$ cat src/rtl/pd_phy_pkg.sv
// Shared definitions for the BMC transmit path: FSM encoding, preamble length
// and the half-UI divider calculation.
package pd_phy_pkg;

   typedef enum logic [1:0] {
      ST_IDLE     = 2'd0,
      ST_PREAMBLE = 2'd1,
      ST_DATA     = 2'd2,
      ST_TAIL     = 2'd3
   } bmc_state_e;

   localparam int PREAMBLE_BITS = 64;

   function automatic int half_ui(input int system_khz, input int bitrate_khz);
      return system_khz / (2 * bitrate_khz);
   endfunction

endpackage

$ cat src/rtl/bmc_tx_serializer_if.sv
// Word write port of the BMC serializer: valid/ready handshake carrying a
// data word plus its end-of-frame marker.
interface bmc_tx_serializer_if #(
   parameter int data_width = 5
);
   // A word moves when din_valid and din_ready are both high on a rising clock
   // edge; din/din_last must be stable while din_valid is high.
   logic [data_width-1:0] din;
   logic                  din_valid;
   logic                  din_ready;
   logic                  din_last;

   modport master (output din, din_valid, din_last, input din_ready);
   modport slave  (input din, din_valid, din_last, output din_ready);
endinterface

$ cat src/rtl/bmc_tx_fifo.sv
// Small synchronous FIFO with registered full/empty flags and a flush that
// clears it in one cycle; pointers wrap naturally (depth is a power of two).
module bmc_tx_fifo #(
   parameter int width = 6,
   parameter int depth = 4
) (
   input  logic             clk_i,
   input  logic             rst_n_i,
   input  logic             push_i,
   input  logic [width-1:0] wdata_i,
   input  logic             pop_i,
   input  logic             flush_i,
   output logic [width-1:0] rdata_o,
   output logic             full_o,
   output logic             empty_o
);
   localparam int AW = $clog2(depth);
   localparam logic [AW:0] FULL_CNT = depth[AW:0];

   logic [width-1:0] mem_q [depth];
   logic [AW-1:0]    wr_q, rd_q;
   logic [AW:0]      cnt_q, cnt_d;
   logic             full_q, empty_q;
   logic             do_push, do_pop;

   assign do_push = push_i & ~full_q;
   assign do_pop  = pop_i & ~empty_q;

   always_comb begin
      cnt_d = cnt_q;
      if (flush_i) begin
         cnt_d = '0;
      end else begin
         case ({do_push, do_pop})
            2'b10:   cnt_d = cnt_q + 1'b1;
            2'b01:   cnt_d = cnt_q - 1'b1;
            default: cnt_d = cnt_q;
         endcase
      end
   end

   always_ff @(posedge clk_i or negedge rst_n_i) begin
      if (!rst_n_i) begin
         wr_q    <= '0;
         rd_q    <= '0;
         cnt_q   <= '0;
         full_q  <= 1'b0;
         empty_q <= 1'b1;
      end else begin
         cnt_q   <= cnt_d;
         full_q  <= (cnt_d == FULL_CNT);
         empty_q <= (cnt_d == '0);
         if (flush_i) begin
            wr_q <= '0;
            rd_q <= '0;
         end else begin
            if (do_push) wr_q <= wr_q + 1'b1;
            if (do_pop)  rd_q <= rd_q + 1'b1;
         end
      end
   end

   always_ff @(posedge clk_i) begin
      if (do_push && !flush_i) mem_q[wr_q] <= wdata_i;
   end

   assign rdata_o = mem_q[rd_q];
   assign full_o  = full_q;
   assign empty_o = empty_q;
endmodule

$ cat src/rtl/bmc_tx_serializer.sv
// Biphase-mark (BMC) line serializer fed from a word FIFO. Defining
// BMC_PREAMBLE_EN prefixes every frame with 64 alternating 0/1 bits.
module bmc_tx_serializer
   import pd_phy_pkg::*;
#(
   parameter int system_khz  = 200000,
   parameter int bitrate_khz = 300,
   parameter int data_width  = 5,
   parameter int fifo_depth  = 4
) (
   input  logic                clock,
   input  logic                nrst,
   input  logic                enable,
   bmc_tx_serializer_if.slave  din_if,
   output logic                dmc_q,
   output logic                dmc_oe,
   output logic                busy,
   output logic                underrun,
   output bmc_state_e          dbg_state_o
);
   localparam int HALF_UI = half_ui(system_khz, bitrate_khz);
   localparam int HCW     = $clog2(HALF_UI);
`ifdef BMC_PREAMBLE_EN
   localparam int CNT_MAX = (PREAMBLE_BITS > data_width) ? PREAMBLE_BITS : data_width;
`else
   localparam int CNT_MAX = data_width;
`endif
   localparam int BCW     = $clog2(CNT_MAX + 1);

   if (HALF_UI < 2) begin : g_bad_half_ui
      $error("bmc_tx_serializer: HALF_UI must be at least 2");
   end

   // Reset asserts asynchronously but releases two edges after nrst rises.
   logic [1:0] rsync_q;
   logic       rst_n_int;
   always_ff @(posedge clock or negedge nrst) begin
      if (!nrst) rsync_q <= 2'b00;
      else       rsync_q <= {rsync_q[0], 1'b1};
   end
   assign rst_n_int = rsync_q[1];

   logic                  fifo_push, fifo_pop, fifo_flush, fifo_full, fifo_empty;
   logic [data_width:0]   fifo_rdata;

   assign din_if.din_ready = rst_n_int & ~fifo_full;
   assign fifo_push        = din_if.din_valid & din_if.din_ready;

   bmc_tx_fifo #(.width(data_width + 1), .depth(fifo_depth)) u_fifo (
      .clk_i   (clock),
      .rst_n_i (rst_n_int),
      .push_i  (fifo_push),
      .wdata_i ({din_if.din_last, din_if.din}),
      .pop_i   (fifo_pop),
      .flush_i (fifo_flush),
      .rdata_o (fifo_rdata),
      .full_o  (fifo_full),
      .empty_o (fifo_empty)
   );

   bmc_state_e            state_q, state_d;
   logic [HCW-1:0]        hcnt_q, hcnt_d;
   logic                  phase_q, phase_d;
   logic [BCW-1:0]        bcnt_q, bcnt_d;
   logic [data_width-1:0] sh_q, sh_d;
   logic                  last_q, last_d;
   logic                  line_q, line_d;
   logic                  oe_q, oe_d;
   logic                  urun_q, urun_d;
   logic                  abort_q, abort_d;
   logic                  half_end, cur_bit;

   assign half_end = (hcnt_q == HCW'(HALF_UI - 1));
`ifdef BMC_PREAMBLE_EN
   assign cur_bit  = (state_q == ST_PREAMBLE) ? bcnt_q[0] : sh_q[0];
`else
   assign cur_bit  = sh_q[0];
`endif

   always_ff @(posedge clock or negedge rst_n_int) begin
      if (!rst_n_int) begin
         state_q <= ST_IDLE;
         hcnt_q  <= '0;
         phase_q <= 1'b0;
         bcnt_q  <= '0;
         sh_q    <= '0;
         last_q  <= 1'b0;
         line_q  <= 1'b0;
         oe_q    <= 1'b0;
         urun_q  <= 1'b0;
         abort_q <= 1'b0;
      end else begin
         state_q <= state_d;
         hcnt_q  <= hcnt_d;
         phase_q <= phase_d;
         bcnt_q  <= bcnt_d;
         sh_q    <= sh_d;
         last_q  <= last_d;
         line_q  <= line_d;
         oe_q    <= oe_d;
         urun_q  <= urun_d;
         abort_q <= abort_d;
      end
   end

   always_comb begin
      state_d    = state_q;
      hcnt_d     = hcnt_q;
      phase_d    = phase_q;
      bcnt_d     = bcnt_q;
      sh_d       = sh_q;
      last_d     = last_q;
      line_d     = line_q;
      oe_d       = oe_q;
      urun_d     = 1'b0;
      abort_d    = abort_q;
      fifo_pop   = 1'b0;
      fifo_flush = 1'b0;

      if (state_q != ST_IDLE) hcnt_d = half_end ? '0 : hcnt_q + 1'b1;

      case (state_q)
         ST_IDLE: begin
            if (enable && !fifo_empty) begin
               line_d  = 1'b1;
               oe_d    = 1'b1;
               hcnt_d  = '0;
               phase_d = 1'b0;
               bcnt_d  = '0;
               abort_d = 1'b0;
`ifdef BMC_PREAMBLE_EN
               state_d = ST_PREAMBLE;
`else
               state_d  = ST_DATA;
               fifo_pop = 1'b1;
               sh_d     = fifo_rdata[data_width-1:0];
               last_d   = fifo_rdata[data_width];
`endif
            end
         end
         ST_PREAMBLE, ST_DATA: begin
            if (!enable) abort_d = 1'b1;
            if (half_end && !phase_q) begin
               phase_d = 1'b1;
               if (cur_bit) line_d = ~line_q;
            end else if (half_end) begin
               // Bit boundary: every outcome below starts with a line toggle.
               phase_d = 1'b0;
               line_d  = ~line_q;
               if (abort_q || !enable) begin
                  state_d    = ST_TAIL;
                  fifo_flush = 1'b1;
               end else if (state_q == ST_DATA && bcnt_q != BCW'(data_width - 1)) begin
                  bcnt_d = bcnt_q + 1'b1;
                  sh_d   = sh_q >> 1;
`ifdef BMC_PREAMBLE_EN
               end else if (state_q == ST_PREAMBLE && bcnt_q != BCW'(PREAMBLE_BITS - 1)) begin
                  bcnt_d = bcnt_q + 1'b1;
`endif
               end else if (state_q == ST_DATA && last_q) begin
                  state_d = ST_TAIL;
               end else if (fifo_empty) begin
                  urun_d  = 1'b1;
                  state_d = ST_TAIL;
               end else begin
                  fifo_pop = 1'b1;
                  sh_d     = fifo_rdata[data_width-1:0];
                  last_d   = fifo_rdata[data_width];
                  bcnt_d   = '0;
                  state_d  = ST_DATA;
               end
            end
         end
         ST_TAIL: begin
            // Leave the line low before releasing the driver.
            if (half_end) begin
               if (!phase_q && line_q) begin
                  line_d  = 1'b0;
                  phase_d = 1'b1;
               end else begin
                  line_d  = 1'b0;
                  phase_d = 1'b0;
                  oe_d    = 1'b0;
                  state_d = ST_IDLE;
               end
            end
         end
         default: state_d = ST_IDLE;
      endcase
   end

   assign dmc_q       = line_q;
   assign dmc_oe      = oe_q;
   assign busy        = (state_q != ST_IDLE);
   assign underrun    = urun_q;
   assign dbg_state_o = state_q;
endmodule

$ cat src/flat_wrapper.sv
// flat-port wrapper written by rule: the top's interface ports become plain ports
module bmc_tx_serializer_flat import pd_phy_pkg::*;
#(
   parameter int system_khz  = 200000,
   parameter int bitrate_khz = 300,
   parameter int data_width  = 5,
   parameter int fifo_depth  = 4
)
  (clock, nrst, enable, dmc_q, dmc_oe, busy, underrun, dbg_state_o, din_if_din, din_if_din_valid, din_if_din_last, din_if_din_ready);
  bmc_tx_serializer_if #(.data_width(data_width)) din_if_i ();
  input  logic clock;
  input  logic nrst;
  input  logic enable;
  output logic dmc_q;
  output logic dmc_oe;
  output logic busy;
  output logic underrun;
  output bmc_state_e dbg_state_o;
  input wire logic [$bits(din_if_i.din)-1:0] din_if_din;
  input wire logic [$bits(din_if_i.din_valid)-1:0] din_if_din_valid;
  input wire logic [$bits(din_if_i.din_last)-1:0] din_if_din_last;
  output wire logic [$bits(din_if_i.din_ready)-1:0] din_if_din_ready;
  assign din_if_i.din = din_if_din;
  assign din_if_i.din_valid = din_if_din_valid;
  assign din_if_i.din_last = din_if_din_last;
  assign din_if_din_ready = din_if_i.din_ready;
  bmc_tx_serializer #(.system_khz(system_khz), .bitrate_khz(bitrate_khz), .data_width(data_width), .fifo_depth(fifo_depth)) u_core (.clock(clock), .nrst(nrst), .enable(enable), .din_if(din_if_i), .dmc_q(dmc_q), .dmc_oe(dmc_oe), .busy(busy), .underrun(underrun), .dbg_state_o(dbg_state_o));
endmodule
$ cat config.mk
export PLATFORM = sky130hd
export DESIGN_NAME = bmc_tx_serializer_flat
export DESIGN_NICKNAME = d
export VERILOG_FILES = /design/src/rtl/pd_phy_pkg.sv /design/src/rtl/bmc_tx_serializer_if.sv /design/src/rtl/bmc_tx_fifo.sv /design/src/rtl/bmc_tx_serializer.sv /design/src/flat_wrapper.sv
export SDC_FILE = /design/constraint.sdc
export NUM_CORES = 1
export LEC_CHECK = 0
export CAP_MARGIN = 20
export CORE_UTILIZATION = 39
export CTS_CLUSTER_DIAMETER = 60
export DETAILED_ROUTE_END_ITERATION = 16
export GPL_TIMING_DRIVEN = 0
export PLACE_DENSITY_LB_ADDON = 0.05
export SYNTH_ARGS = -nofsm -noshare
export SYNTH_HDL_FRONTEND = slang
export SYNTH_SLANG_ARGS = --single-unit
export TNS_END_PERCENT = 5
$ cat constraint.sdc
create_clock -name clock -period 1.8 [get_ports clock]
set_clock_uncertainty 0.15 [all_clocks]
set_input_delay 0.54 -clock clock [delete_from_list [all_inputs] [get_ports clock]]
set_output_delay 0.54 -clock clock [all_outputs]
set_load 0.005 [all_outputs]
==> results_dict.tcl, run 1 <==
set metrics [dict create \
    ys_seq_area_share_pct 52.4 \
    ys_types 54 \
    synth.top_cell.area_share_pct 28.3 \
    final_nets 328 \
    std_cell_rows 32 \
    synth_area_per_cell_um2 11.9 \
    path_max_fanout 10 \
    num_antenna_cells 0 \
    drive_gt1_share_pct 31.5 \
    finalWorstSetupSlack_ns -0.696 \
    clock.fmax_mhz 401 \
    synth_edf_count 24 \
    grt_use_met2_pct 27.0 \
    synth_nets 285 \
    p_leak_nw 1.53 \
    hold_viol 0 \
    timing.final.crit_share_pct 139 \
    syn2layout_area_growth_pct 27.2 \
    setup_viol 52 \
    p_per_area_nw_per_um2 869 \
    drt_iter0_markers 65 \
    finalMaxSlewViolations 0 \
    status "complete, but fails checks" \
    dpl_cell_area_um2 3440 \
    power_mw 3.42 \
    fp.dieW_um 91.1 \
    cts_root_buffer "clkbuf_8" \
    die_area_um2 8290 \
    violations "negative setup slack" \
    ir_drop_mv 0.634 \
    critPathArrivalTime_ns 2.63 \
    cts_tree "yes" \
    finalNonFillerCells 410 \
    final_common_cell "dfrtp_1" \
    critical_path_class "flop to flop" \
    worstSetupEndpointType "flop" \
    gr-usage-met3_pct 3.02 \
    whs_ns 0.127 \
    start_util_pct 40.3 \
    via_per_inst 5.14 \
    grt_pass1_wl_um 11300 \
    ys_ff_latch 60 \
    wire_per_inst_um 16.0 \
    dr.pass1.iters 4 \
    period_minus_slack_ns 2.50 \
    cts.path.max_buffers 2 \
    grt_pass1_vias 2231 \
    netlist_top_cells_area "dfrtp_1 (28%), edfxtp_1 (23%), ha_1 (5.7%)" \
    io_buffers 16 \
    cts_made_buffers 9 \
    worst_pin_slew_ns 0.642 \
    cts.clk_slew.worst_paths_ns 0.08 \
    slew_headroom_pct 57.2 \
    netlist_area_um2 3090 \
    die_y_um 91.1 \
    critPathLaunchType "flop" \
    ys_warn_count 0 \
    worst_ep_required_time_ns 1.93 \
    grt_overflow 0 \
    drt-total-wl_um 6570 \
    max_cap_viol_count 0 \
    clock_latency_ns 0.34 \
    drc_errors 0 \
    design_area_um2 3940 \
    grt_use_met1_pct 24.9 \
    cts_sinks 60 \
    grt-busiest-layer "met2" \
    core_um2 7690 \
    placed_cells 378 \
    pin_count 17 \
    rsz0062_at_grt "true" \
    synthCells 260 \
    grt_max_degree 20 \
    grt_usage_pct 17.9 \
    antenna_found_initial 0 \
    min_path_type "flop to asynchronous set/reset pin" \
    final_cell_mix "dfrtp_1 (29), edfxtp_1 (24), nor2_1 (20)" \
    gp_congestion 0.743 \
    ant_nets 0 \
    synth_top_cell_by_area "dfrtp_1" \
    vias 2106 \
    hpwlAfterDp_um 4310 \
    cts-htree-levels 3 \
    synthFlopType "dfrtp_1" \
    asyncSetResetFlopFracSynth_pct 60.0 \
]
==> through the flow <==
step / setup WS [ns] / utilization (%) / setup TNS, ns
2_1_floorplan: -0.658 / - / -14.15
3_3_place_gp: -1.57 / 44.8 / -43.85
3_5_place_dp: -1.53 / 44.8 / -43.54
4_1_cts: -0.823 / 50.5 / -20.81
5_1_grt: -0.842 / 51.2 / -24.23
6_report: -0.696 / 51.2 / -18.48
==> cells by family (layout without fill, tap and decap cells) <==
logic type,Yosys count,after routing,share of synthesized area (%)
AO/OA/AOI/OAI,50,50,12.0
XOR/XNOR,6,6,1.70
adder cells (fa/ha/maj),15,15,6.31
buffers and inverters,22,70,2.67
flip-flops,60,60,52.4
multiplexers,24,24,10.6
other,1,1,0.121
AND/OR/NAND/NOR,82,82,14.1
==> worst paths after layout <==
path / from / endpoint / slack [ns] / cells after the start
worst min-delay path: u_core.rsync_q[1] / u_core.u_fifo.full_o / 0.13 / 1
worst max-delay path: u_core.dbg_state_o[1] / u_core.u_fifo.empty_o / -0.70 / 11
worst min register to register: u_core.rsync_q[1] / u_core.u_fifo.full_o / 0.13 / 1
min in group clock: u_core.rsync_q[0] / u_core.rsync_q[1] / 0.22 / 0
worst max register to register: u_core.dbg_state_o[1] / u_core.u_fifo.empty_o / -0.70 / 11
max in group asynchronous: u_core.rsync_q[1] / u_core.u_fifo.rd_q[0] / 0.82 / 1
==> layout make-up <==
class                           instances  area [um^2]
Multi-Input combinational cell        178         1560
Buffer                                  6         56.3
Tap cell                              102          128
Clock inverter                          7         75.1
Fill cell                             730         3750
Sequential cell                        60         1630
Inverter                               15         61.3
Clock buffer                            9          124
Timing Repair Buffer                   33          302
==> critical path, stage by stage, from the launching register on <==
cell and delay [ns]:
dfrtp_2 0.47, inv_4 0.09, ha_2 0.25, clkbuf_8 0.20
nand3_1 0.12, o21ai_2 0.13, ha_4 0.17, fa_2 0.44
nor3b_2 0.18, nor2_2 0.06, inv_1 0.06, a21o_1 0.11
==> flip-flops by register name, summed over array words and instances, names as in the netlist, 3 cells and up <==
register and count:
u_core.hcnt_q 9, u_core.sh_q 5, u_core.u_fifo.cnt_q 3, u_core.bcnt_q 3, u_core.u_fifo.mem_q 24
==> timing repair <==
| item | in CTS | in global routing |
|---|---|---|
| pin swaps | 16 | 15 |
| buffers inserted | 15 | 9 |
| resized for setup | 47 | 16 |
| hold endpoints to repair | 0 | 1 |
| hold buffers | 0 | 1 |
| setup endpoints to repair | 64 | 61 |
==> power by group <==
part	internal (mW)	leakage (nW)	switching [mW]
registers	1.58	0.646	0.125
logic	0.250	0.793	0.245
clock network	0.643	0.0918	0.581
total	2.47	1.53	0.952
==> layer usage <==
metal  vias to the layer above  wire length (um)
met5                         -                 0
met4                         0               121
met3                        11               113
met2                        18              2960
met1                      1027              3380
li1                       1050                 -
==> cells in the mapped netlist, drive strengths merged, types with 7 or more instances <==
library cell,n
nor2,24
clkbuf,7
mux2i,7
ha,14
a21oi,8
mux2,11
inv,15
o21ai,14
nand3,9
edfxtp,24
dfrtp,35
nand2,11
Power figures use the tool's default switching activity.
==> run 2, diff against run 1 <==
--- a/config.mk
+++ b/config.mk
@@ -6,7 +6,7 @@
 export NUM_CORES = 1
 export LEC_CHECK = 0
 export CAP_MARGIN = 20
-export CORE_UTILIZATION = 39
+export CORE_UTILIZATION = 50
 export CTS_CLUSTER_DIAMETER = 60
 export DETAILED_ROUTE_END_ITERATION = 16
 export GPL_TIMING_DRIVEN = 0
==> run 2 against run 1 <==
Effect of this change:
- the run still ends with negative setup slack left
- sequential power about the same
- largest cell class unchanged
- via count increased by 3.1%
- core utilization grew 14 points
- wire length decreased by 3.5%
==> results_dict.tcl, run 2 (synthesized netlist as in run 1, its figures left out) <==
set metrics [dict create \
    status "complete, but fails checks" \
    violations "negative setup slack" \
    dr.pass1.iters 4 \
    cts.path.max_buffers 2 \
    grt_overflow 0 \
    core_um2 5960 \
    cp_slowest_cell "dfrtp_2" \
    pin_count 17 \
    cts.clk_slew.worst_paths_ns 0.08 \
    p_per_area_nw_per_um2 909 \
    setup_viol 54 \
    drt-total-wl_um 6340 \
    critical_path_class "flop to flop" \
    via_per_inst 5.73 \
    io_buffers 16 \
    drt_iter0_markers 75 \
    final_common_cell "dfrtp_1" \
    die_area_um2 6510 \
    std_cell_rows 28 \
    largest_register "u_core.u_fifo.mem_q" \
    fin_util_pct 65.4 \
    start_util_pct 52.0 \
    min_path_type "flop to asynchronous set/reset pin" \
    whs_ns 0.0723 \
    design_area_um2 3890 \
    worst_pin_slew_ns 0.726 \
    fillCellCount 470 \
    timing.final.crit_share_pct 141 \
    clock_latency_ns 0.33 \
    wire_per_inst_um 16.7 \
    hpwlAfterDp_um 4090 \
    tns_ns -19.07 \
    max_cap_viol_count 0 \
    max_stage_delay_ns 0.46 \
    fp.dieW_um 80.7 \
    path_common_cell "ha_4" \
    power_mw 3.54 \
    final_nets 324 \
    cts_root_buffer "clkbuf_8" \
    largest_reg_flops 24 \
    gp_congestion 0.776 \
    period_minus_slack_ns 2.53 \
    worst_ep_required_time_ns 1.92 \
    critPathArrivalTime_ns 2.65 \
    top_regs "u_core.u_fifo.mem_q x24, u_core.hcnt_q x9, u_core.sh_q x5" \
    cp_cell_sequence "buf_4, ha_4, nor2_4, nand4_1, o21ai_2, ha_4, fa_2, nor3b_2, nor2_2, inv_1, a21o_1" \
    antenna_found_initial 0 \
    ir_drop_mv 0.824 \
    grt_max_degree 20 \
    finalMaxSlewViolations 0 \
    final_cell_mix "dfrtp_1 (29), edfxtp_1 (24), nor2_1 (19)" \
    cts_sinks 60 \
    path_max_fanout 6 \
    cts_made_buffers 9 \
    grt_pass1_wl_um 10600 \
    worstSetupEndpointType "flop" \
    slew_headroom_pct 50.4 \
    cts_tree "yes" \
    drc_errors 0 \
    cts-htree-levels 3 \
    num_antenna_cells 0 \
    clock.fmax_mhz 395 \
    drive_gt1_share_pct 32.2 \
    dpl_cell_area_um2 3410 \
    syn2layout_area_growth_pct 25.8 \
    die_y_um 80.7 \
    critPathLaunchType "flop" \
    grt_usage_pct 22.3 \
    vias 2172 \
    hold_viol 0 \
    rsz0062_at_grt "true" \
    grt_pass1_vias 2140 \
    p_leak_nw 1.53 \
    ant_nets 0 \
    finalWorstSetupSlack_ns -0.732 \
]
run 2: cell types whose count changed in the layout (fill, tap and decap cells not counted), moves of 3 or more:
cell	delta
o21ai_0	-3
inv_2	+4
o21ai_1	+3
inv_1	-3
run 2: layout make-up:
| class | instances | area, um^2 | share of cell area (%) |
|---|---|---|---|
| multi-input combinational | 178 | 1580 | 40.5 |
| inverter | 15 | 58.8 | 1.51 |
| clock inverter | 7 | 98.8 | 2.54 |
| timing repair buffer | 29 | 253 | 6.49 |
| clock buffer | 9 | 124 | 3.18 |
| tap | 75 | 93.8 | 2.41 |
| sequential | 60 | 1630 | 41.9 |
| buffer | 6 | 53.8 | 1.38 |
run 2: routing by layer:
metal,vias up,track usage (%),share of wire (%)
li1,1044,-,-
met1,1071,30.4,47
met2,45,34.9,47
met3,12,3.75,3.2
met4,0,9.46,2.1
met5,-,0,0
run 2: critical path: cells and delay by family, from the launching register on:
family	cells	cell delay [ns]
adder cells (fa/ha/maj)	3	0.81
flip-flops	1	0.46
buffers and inverters	2	0.22
AND/OR/NAND/NOR	4	0.50
AO/OA/AOI/OAI	2	0.33
run 2: path summary, 6_finish.rpt:
path / endpoint / startpoint / cells after the start / slack, ns
max: u_core.u_fifo.empty_o / u_core.dbg_state_o[1] / 11 / -0.73
min: u_core.dbg_state_o[1] / u_core.rsync_q[1] / 0 / 0.07
max reg2reg: u_core.u_fifo.empty_o / u_core.dbg_state_o[1] / 11 / -0.73
min reg2reg: u_core.dbg_state_o[1] / u_core.rsync_q[1] / 0 / 0.07
max in group asynchronous: u_core.hcnt_q[7] / u_core.rsync_q[1] / 1 / 0.98
min in group clock: u_core.rsync_q[1] / u_core.rsync_q[0] / 0 / 0.20
run 2: power breakdown:
part	total (mW)	switching (mW)	internal, mW
clock network	1.34	0.559	0.786
registers	1.71	0.134	1.58
logic	0.482	0.240	0.241
total	3.54	0.933	2.60
run 2: timing repair:
item                       in CTS  in global routing
setup endpoints to repair      64                 61
pin swaps                      21                  5
hold buffers                    0                  0
gates cloned                    0                  0
setup buffers                   9                  4
gates resized for setup        54                 14
run 2: per-stage QoR:
stage / std cells / worst slack (ns)
finish: 379 / -0.732
global route: 379 / -0.839
CTS: 375 / -0.774
detailed placement: 351 / -1.51
global placement: 351 / -1.53
floorplan: 260 / -0.658
==> run 3, diff against run 2 <==
--- a/config.mk
+++ b/config.mk
@@ -11,6 +11,7 @@
 export DETAILED_ROUTE_END_ITERATION = 16
 export GPL_TIMING_DRIVEN = 0
 export PLACE_DENSITY_LB_ADDON = 0.05
+export SLEW_MARGIN = 0
 export SYNTH_ARGS = -nofsm -noshare
 export SYNTH_HDL_FRONTEND = slang
 export SYNTH_SLANG_ARGS = --single-unit
==> results of run 3 <==
Same layout as run 2: the final DEF is identical, and so are final timing and power.
